File: config.mk
export PLATFORM = sky130hd
export DESIGN_NAME = ysyx_22041071_mem_arb
export DESIGN_NICKNAME = d
export VERILOG_FILES = /design/src/rtl/ysyx_22041071_mem_arb_pkg.sv /design/src/rtl/ysyx_22041071_mem_arb_pick.sv /design/src/rtl/ysyx_22041071_mem_arb.sv
export SDC_FILE = /design/constraint.sdc
export NUM_CORES = 1
export LEC_CHECK = 0
export ABC_AREA = 1
export CAP_MARGIN = 20
export CORE_AREA = 2 2 283 285
export DETAILED_ROUTE_END_ITERATION = 7
export DIE_AREA = 0 0 285 287
export GPL_ROUTABILITY_DRIVEN = 1
export GPL_TIMING_DRIVEN = 0
export PLACE_DENSITY_LB_ADDON = 0.12
export SKIP_CTS_REPAIR_TIMING = 1
export SYNTH_ARGS = -nofsm -noshare
export SYNTH_HDL_FRONTEND = slang
export SYNTH_SLANG_ARGS = --single-unit
File: constraint.sdc
create_clock -name clk -period 6.1 [get_ports clk]
set_input_delay 0.61 -clock clk [delete_from_list [all_inputs] [get_ports clk]]
set_output_delay 0.61 -clock clk [all_outputs]
set_load 0.02 [all_outputs]
File: src/rtl/ysyx_22041071_mem_arb_pkg.sv
// ysyx_22041071_mem_arb_pkg: shared RAM arbiter types, address defaults and range check
package ysyx_22041071_mem_arb_pkg;

    typedef enum logic [1:0] {IDLE, RESP_I, RESP_D} arb_state_e;

    localparam logic [63:0] BASE_ADDR_DEF = 64'h8000_0000;
    localparam int DEPTH_LOG2_DEF = 24;
    localparam int IDX_W = 64;

    // Subtraction underflow for addr < base is caught by the explicit compare, never aliased
    function automatic logic in_range(input logic [63:0] addr, input logic [63:0] base, input int depth_log2);
        return addr >= base && ((addr - base) >> 3) < (64'd1 << depth_log2);
    endfunction

    function automatic logic [IDX_W-1:0] word_idx(input logic [63:0] addr, input logic [63:0] base);
        return (addr - base) >> 3;
    endfunction

endpackage

File: src/rtl/ysyx_22041071_mem_arb_pick.sv
// ysyx_22041071_mem_arb_pick: data-priority grant with bounded fetch starvation
module ysyx_22041071_mem_arb_pick #(
    parameter int STARVE_MAX = 4
) (
    input  logic clk,
    input  logic reset,
    input  logic i_valid,
    input  logic d_valid,
    input  logic idle,
    output logic grant_i,
    output logic grant_d
);

    localparam logic [3:0] MAX = STARVE_MAX[3:0];

    logic [3:0] starve_cnt;

    assign grant_i = idle && i_valid && (!d_valid || starve_cnt == MAX);
    assign grant_d = idle && d_valid && !grant_i;

    always_ff @(posedge clk) begin
        if (reset)
            starve_cnt <= '0;
        else if (idle && (grant_i || !i_valid))
            starve_cnt <= '0;
        else if (grant_d && i_valid && starve_cnt != MAX)
            starve_cnt <= starve_cnt + 4'd1;
    end

endmodule

File: src/rtl/ysyx_22041071_mem_arb.sv
// ysyx_22041071_mem_arb: sequences fetch and data requests onto the single-ported RAMHelper
module ysyx_22041071_mem_arb
    import ysyx_22041071_mem_arb_pkg::*;
#(
    parameter logic [63:0] BASE_ADDR  = BASE_ADDR_DEF,
    parameter int          DEPTH_LOG2 = DEPTH_LOG2_DEF,
    parameter int          STARVE_MAX = 4
) (
    input  logic        clk,
    input  logic        reset,
    input  logic        i_req_valid,
    output logic        i_req_ready,
    input  logic [63:0] i_req_addr,
    output logic        i_resp_valid,
    input  logic        i_resp_ready,
    output logic [63:0] i_resp_data,
    output logic        i_resp_err,
    input  logic        d_req_valid,
    output logic        d_req_ready,
    input  logic [63:0] d_req_addr,
    input  logic        d_req_wen,
    input  logic [63:0] d_req_wdata,
    input  logic [63:0] d_req_wmask,
    output logic        d_resp_valid,
    input  logic        d_resp_ready,
    output logic [63:0] d_resp_data,
    output logic        d_resp_err,
    output logic        mem_en,
    output logic [IDX_W-1:0] mem_ridx,
    output logic [IDX_W-1:0] mem_widx,
    input  logic [63:0] mem_rdata,
    output logic        mem_wen,
    output logic [63:0] mem_wdata,
    output logic [63:0] mem_wmask
);

    arb_state_e state;
    logic idle, grant_i, grant_d, ok, rd;
    logic [63:0] addr;
    logic [IDX_W-1:0] idx;

    // Gating idle with reset keeps readies and RAM strobes low during reset
    assign idle = state == IDLE && !reset;

    ysyx_22041071_mem_arb_pick #(.STARVE_MAX(STARVE_MAX)) u_pick (
        .clk     (clk),
        .reset   (reset),
        .i_valid (i_req_valid),
        .d_valid (d_req_valid),
        .idle    (idle),
        .grant_i (grant_i),
        .grant_d (grant_d)
    );

    assign i_req_ready = grant_i;
    assign d_req_ready = grant_d;
    assign addr = grant_d ? d_req_addr : i_req_addr;
    assign ok = (grant_i || grant_d) && in_range(addr, BASE_ADDR, DEPTH_LOG2);
    assign idx = ok ? word_idx(addr, BASE_ADDR) : '0;
    assign rd = ok && (grant_i || !d_req_wen);
    assign mem_en = rd;
    assign mem_wen = ok && grant_d && d_req_wen;
    assign mem_ridx = idx;
    assign mem_widx = idx;
    assign mem_wdata = d_req_wdata;
    assign mem_wmask = d_req_wmask;

    always_ff @(posedge clk) begin
        if (reset) begin
            state        <= IDLE;
            i_resp_valid <= 1'b0;
            i_resp_data  <= '0;
            i_resp_err   <= 1'b0;
            d_resp_valid <= 1'b0;
            d_resp_data  <= '0;
            d_resp_err   <= 1'b0;
        end else begin
            case (state)
                IDLE: begin
                    if (grant_i) begin
                        state        <= RESP_I;
                        i_resp_valid <= 1'b1;
                        i_resp_data  <= ok ? mem_rdata : '0;
                        i_resp_err   <= !ok;
                    end else if (grant_d) begin
                        state        <= RESP_D;
                        d_resp_valid <= 1'b1;
                        d_resp_data  <= rd ? mem_rdata : '0;
                        d_resp_err   <= !ok;
                    end
                end
                RESP_I: begin
                    if (i_resp_ready) begin
                        state        <= IDLE;
                        i_resp_valid <= 1'b0;
                    end
                end
                RESP_D: begin
                    if (d_resp_ready) begin
                        state        <= IDLE;
                        d_resp_valid <= 1'b0;
                    end
                end
                default: state <= IDLE;
            endcase
        end
    end

endmodule
# Word level (Yosys, flattened, before mapping)
# Index checks and enable logic that the tools add are counted.
# Widths: inputs -> output; s select.
[op_classes] add_sub_neg=2 n_lt_le_gt_ge=2 eq_ne=10 mux=16 bitwise=1 reduce_logical=32
[ops] op="$mux 64" n=3
[ops] op="$ge 64x32->1 const B" n=1
[ops] op="$sub 64x32->64 const B" n=1
[ops] op="$lt 61x25->1 const B" n=1
[ops] op="$mux 61" n=1
[ops] op="$logic_and 1x1->1" n=13
[ops] op="$ne 2x2->1 const B" n=5
[ops] op="$reduce_and 3->1" n=3
[ops] op="$mux 2" n=4
[ops] op="$logic_not 1->1" n=6
[ops] op="$pmux 2 s3" n=1
[ops] op="$mux 1" n=5
[ops] op="$add 4x1->4 const B" n=1
[ops] op="$eq 4x3->1 const B" n=1
[ops] op="$logic_or 1x1->1" n=4
[ops] op="$ne 4x3->1 const B" n=1
[ops] op="$pmux 1 s2" n=2
[ops] op="$reduce_and 4->1" n=1
[ops] op="$reduce_bool 2->1" n=2
[ops] op="$ne 3x3->1 const B" n=1
[ops] op="$eq 2x1->1 const B" n=1
[ops] op="$eq 2x2->1 const B" n=1
[ops] op="$logic_not 2->1" n=1
[ops] op="$reduce_and 2->1" n=1
[ops] op="2 further kinds" n=2
[word_totals] regBits=138 in_bits=327 word_cells=71

# Depth between registers and ports, before layout
[depth] depth_word=13 ltp_mapped=26 mapped_depth_nobuf=23

# Cells and area by module
# From an unflattened synthesis, not the netlist that was laid out.
[unflattened] cells_unflattened=1630 hier_area_um2=10884.2
[by_module_without_submodules] mod="ysyx_22041071_mem_arb" instances=1 cells_each=1585 area_per_inst_um2=10587.7 seq_area_each_um2=2682.6
[by_module_without_submodules] mod="ysyx_22041071_mem_arb_pick" instances=1 cells_each=45 area_per_inst_um2=296.5 seq_area_each_um2=80.1

# Worst setup path after synthesis
# OpenSTA, ideal clock, no wires.
[synth_timing] path_kind="input -> output" from="input reset" to="output mem_widx[15]" arrival_ps=3609 setup_slack_ps=1881 path_stages=24 n_path_buf=4 path_cell_list="buf_2 inv_2 nand2_4 nor2_8 nand2_4 nand2_4 buf_6 nand2_1 nand2_2 ha_1 nand3_2 nor2_4 nand2_1 nor2_2 nand2_1 nand2_1 nand3_1 nor2_1 nand3_1 nor2_4 inv_2 clkbuf_1 a21oi_1 buf_4"
[synth_via] elab_chain_len=12 elab_cells_between_ends=15 classes_between="add/sub: 1; order compare: 2; mux: 2; reduce/logical: 10"
[synth_lines] element="start, declared" line="ysyx_22041071_mem_arb.sv:10" text="input logic reset,"
[synth_lines] element="$logic_not 1->1 *" line="ysyx_22041071_mem_arb.sv:43" text="assign idle = state == IDLE && !reset;"
[synth_lines] element="$logic_and 1x1->1 *" line="ysyx_22041071_mem_arb.sv:43"
[synth_lines] element="$logic_and 1x1->1 (2 in series)" line="ysyx_22041071_mem_arb_pick.sv:18" text="assign grant_i = idle && i_valid && (!d_valid || starve_cnt == MAX);"
[synth_lines] element="$logic_not 1->1" line="ysyx_22041071_mem_arb_pick.sv:19" text="assign grant_d = idle && d_valid && !grant_i;"
[synth_lines] element="$logic_and 1x1->1" line="ysyx_22041071_mem_arb_pick.sv:19"
[synth_lines] element="$mux 64" line="ysyx_22041071_mem_arb.sv:57" text="assign addr = grant_d ? d_req_addr : i_req_addr;"
[synth_lines] element="$sub 64x32->64" line="ysyx_22041071_mem_arb_pkg.sv:12, ysyx_22041071_mem_arb_pkg.sv:16"
[synth_lines] element="$lt 61x25->1" line="ysyx_22041071_mem_arb_pkg.sv:12" text="return addr >= base && ((addr - base) >> 3) < (64'd1 << depth_log2);"
[synth_lines] element="$logic_and 1x1->1" line="ysyx_22041071_mem_arb_pkg.sv:12"
[synth_lines] element="$logic_and 1x1->1" line="ysyx_22041071_mem_arb.sv:58" text="assign ok = (grant_i || grant_d) && in_range(addr, BASE_ADDR, DEPTH_LOG2);"
[synth_lines] element="$mux 61 *" line="ysyx_22041071_mem_arb.sv:59" text="assign idx = ok ? word_idx(addr, BASE_ADDR) : '0;"
[synth_lines] element="end, declared" line="ysyx_22041071_mem_arb.sv:30" text="output logic [IDX_W-1:0] mem_widx,"
# Mark *: on every way between the ends. The rest lies on a longest branch, timed or not.

# Worst setup path after layout
[layout_timing] from="input i_req_valid" to="output mem_widx[13]"
[layout_via] elab_chain_len=10 elab_cells_between_ends=12 classes_between="add/sub: 1; order compare: 2; mux: 2; reduce/logical: 7"
[layout_lines] element="start, declared" line="ysyx_22041071_mem_arb.sv:11" text="input logic i_req_valid,"
[layout_lines] element="$logic_and 1x1->1 * (2 in series)" line="ysyx_22041071_mem_arb_pick.sv:18"
[layout_lines] element="$logic_not 1->1" line="ysyx_22041071_mem_arb_pick.sv:19"
[layout_lines] element="$logic_and 1x1->1" line="ysyx_22041071_mem_arb_pick.sv:19"
[layout_lines] element="$mux 64" line="ysyx_22041071_mem_arb.sv:57"
[layout_lines] element="$sub 64x32->64" line="ysyx_22041071_mem_arb_pkg.sv:12, ysyx_22041071_mem_arb_pkg.sv:16"
[layout_lines] element="$lt 61x25->1" line="ysyx_22041071_mem_arb_pkg.sv:12"
[layout_lines] element="$logic_and 1x1->1" line="ysyx_22041071_mem_arb_pkg.sv:12"
[layout_lines] element="$logic_and 1x1->1" line="ysyx_22041071_mem_arb.sv:58"
[layout_lines] element="$mux 61 *" line="ysyx_22041071_mem_arb.sv:59"
# Marks and branches as above.

==> impl_metrics.toml <==
[synth]
synth_top_flop_cell = "dfxtp_1"
yosys_warnings = 0
syn_inst = 1574
synth-xor-area-share = 0.0008118
synthArstFlopShare = 0
synth-edff-count = 0
netlist_area_sq_um = 10790
synth_compound_area_frac = 0.1094
ys_seq_area_frac = 0.2561
synth_simple_gate_area_frac = 0.3734
ys_ff_latch = 138
synth_top_family_by_area = "simple AND/OR/NAND/NOR gates"
postSynthAreaPerCell_sq_um = 6.855
ys_types = 34
synth_fa_ha_area_frac = 0.003479
synth_mux_area_frac = 0

[grt]
grt_pass1_vias = 11485
grt_usage = 0.1308
grt_max_degree = 17
grt_pass1_wl_um = 79260
antenna_found_initial = 4
grt_overflow_total = 0

[floorplan]
num_rows = 103
io_pins = 719
dieArea_sq_um = 81800
core_area_sq_um = 78610
die_h_um = 287
initial_core_util = 0.1372
fp.dieW_um = 285

[critical_path]
crit_end = "mem_widx[13]"
cpPeakStageDelay_ns = 0.60
start_kind = "input pin"
cp-startpoint = "i_req_valid"
reg2reg_slack_ns = 2.22
crit_path_cell_trace = "clkdlybuf4s50_1 > inv_1 > nor2_8 > nand2_4 > nand2_4 > buf_6 > nand2_1 > nand2_2 > ha_1 > nand3_2 > nor2_4 > nand2_1 > nor2_1 > nand3_1 > nand2_1 > nand2_1 > nor2_1 > nand3_1 > nor2_4 > inv_2 > clkbuf_2 > a21oi_2 > buf_4 > clkdlybuf4s50_1"
critPathMostFrequentCell = "nand2_1"
slowest_stage = "clkdlybuf4s50_1"
crit_type = "input pin to primary output"
worstPathMaxFanout = 10
arrival_ns = 5.05
cp-end-kind = "primary output"
rr_worst_depth = 23
worstReg2RegEnd = "d_resp_data[59]$_SDFFE_PP0P_"
cp.required_ns = 5.49
r2r_start = "u_pick.starve_cnt[0]$_SDFFE_PP0P_"

[pwr]
p_per_area_nw_per_um2 = 153.9
leakagePower_uw = 0.007213
ir_worst_vdd_uv = 190.1

[clock_network]
cts_tree = "done"
clk_path_buf_depth = 2
cts_buffers = 17
ctsHtreeMaxLevel = 4
root_buffer = "clkbuf_16"
clk_latency_ns = 0.45
path_clk_slew_ns = 0.06
clock_sinks = 138

[sta]
finalSetupTns_ns = 0
finalSetupViolCount = 0
period_share = 0.9275
clock_skew_ns = 0.008629
clock.fmax_ghz = 0.1768
slew_viol_final = 0
relSlewSlack = 0.2964
timing.final.ws_setup_ns = 0.4424
worstMarginPinSlew_ns = 1.055
grt_setup_unrepaired = "false"
hold_viol_final = 0
period_minus_slack_ns = 5.658

[detailed_routing]
totalWireLength_um = 55420
via_per_inst = 3.529
drc = 0
first_pass_iters = 5
drtAntennaViolNets = 0
wire_per_inst_um = 17.10
vias = 11433
drtIter0Drc = 388

[worst_hold_path]
min_path_type = "flip-flop to flip-flop"
hold_depth = 2

[layout]
mostFrequentLayoutCells = "clkdlybuf4s50_1 (503), nand2_1 (431), buf_4 (236), dfxtp_1 (138), inv_1 (130)"
nets = 2508
areaGrowthSynthToFinish_pct = 67.64
design_area_sq_um = 18090
num_antenna_cells = 0
drive_gt1_frac = 0.2374
final_common_cell = "clkdlybuf4s50_1"

[place]
place.gp.congestion = 0.8520
pre_cts_slack_ns = 0.08238
dp_hpwl_um = 46430
place_area_sq_um = 17450
port_buffers = 503

[run]
drv_cap = 0

[run_status]
status = "finished, final reports clean"
-- worst max-delay path: cells and delay by family --
family,cells,cell delay (ns)
compound gates,1,0.32
fa+ha+maj,1,0.19
buf+inv,7,1.91
simple gates,15,1.99
-- per-stage QoR --
stage | instances | power [uW] | hold slack (ns) | utilization
after floorplan | 1653 | 1355 | 0.4793 | -
after detailed placement | 3207 | 1699 | 0.4584 | 0.2219
after global routing | 3240 | 2939 | 0.4805 | 0.2301
after global placement | 3206 | 1700 | 0.4531 | 0.2218
after CTS | 3238 | 2851 | 0.4692 | 0.2296
final | 3240 | 2783 | 0.4642 | 0.2301
-- logic make-up (layout without fill, tap and decap cells) --
group	after synthesis	after routing
AOI/OAI and AO/OA	173	173
xor gates and xnor gates	1	1
adders and majority gates	3	3
buffers and inverters	455	992
DFF	138	138
other	1	80
and+or+nand+nor	803	803
-- worst min path at each step --
stage | start | endpoint | slack (ns)
finish | i_resp_data[16]$_SDFFE_PP0P_ | i_resp_data[16]$_SDFFE_PP0P_ | 0.46
global route | d_resp_data[63]$_SDFFE_PP0P_ | d_resp_data[63]$_SDFFE_PP0P_ | 0.48
CTS | d_resp_data[28]$_SDFFE_PP0P_ | d_resp_data[28]$_SDFFE_PP0P_ | 0.47
detailed placement | d_resp_data[63]$_SDFFE_PP0P_ | d_resp_data[63]$_SDFFE_PP0P_ | 0.46
global placement | i_resp_data[8]$_SDFFE_PP0P_ | i_resp_data[8]$_SDFFE_PP0P_ | 0.45
floorplan | u_pick.starve_cnt[1]$_SDFFE_PP0P_ | u_pick.starve_cnt[1]$_SDFFE_PP0P_ | 0.48
-- per-layer routing --
metal,global-route usage,vias up,part of all wire
met1,0.1506,5169,0.40
li1,-,5850,-
met4,0.02382,4,0.0096
met2,0.2371,376,0.51
met5,0,-,0.00049
met3,0.04198,34,0.079
-- synthesized netlist by cell type (4+ instances only) --
cell,n,area share
dfxtp_1,138,0.26
o21ai_0,7,0.0032
nand3_1,72,0.033
a21oi_2,81,0.066
nand3b_1,39,0.027
nor2_4,5,0.0052
buf_2,21,0.0097
buf_1,6,0.0021
nor2_2,10,0.0058
buf_8,10,0.014
clkbuf_1,44,0.015
inv_2,4,0.0014
nand3_2,102,0.095
nor2_1,129,0.045
a21oi_1,79,0.037
inv_1,130,0.045
buf_4,235,0.16
nand2_1,431,0.15
-- registers in the layout, summed over array words and instances, names as in the netlist --
| name | flops |
|---|---|
| d_resp_data | 64 |
| d_resp_err | 1 |
| d_resp_valid | 1 |
| i_resp_data | 64 |
| i_resp_err | 1 |
| i_resp_valid | 1 |
| state | 2 |
| u_pick.starve_cnt | 4 |
-- layout make-up --
cell class	count	area, sq um
repair buffers	506	5065
well taps	1050	1314
plain buffers	320	2263
clock buffers	20	456.7
multi-input cells	1060	5574
fillers	8817	60530
clock inverters	11	145.1
flip-flops and latches	138	2763
inverters	135	506.7
-- power breakdown --
part	internal (uW)	switching, uW	leakage (uW)
registers	904	2.00	0.00111
logic	348	419	0.00581
clock network	662	449	0.000288
total	1910	870	0.00721
No activity file was read; power rests on OpenSTA's default activity.
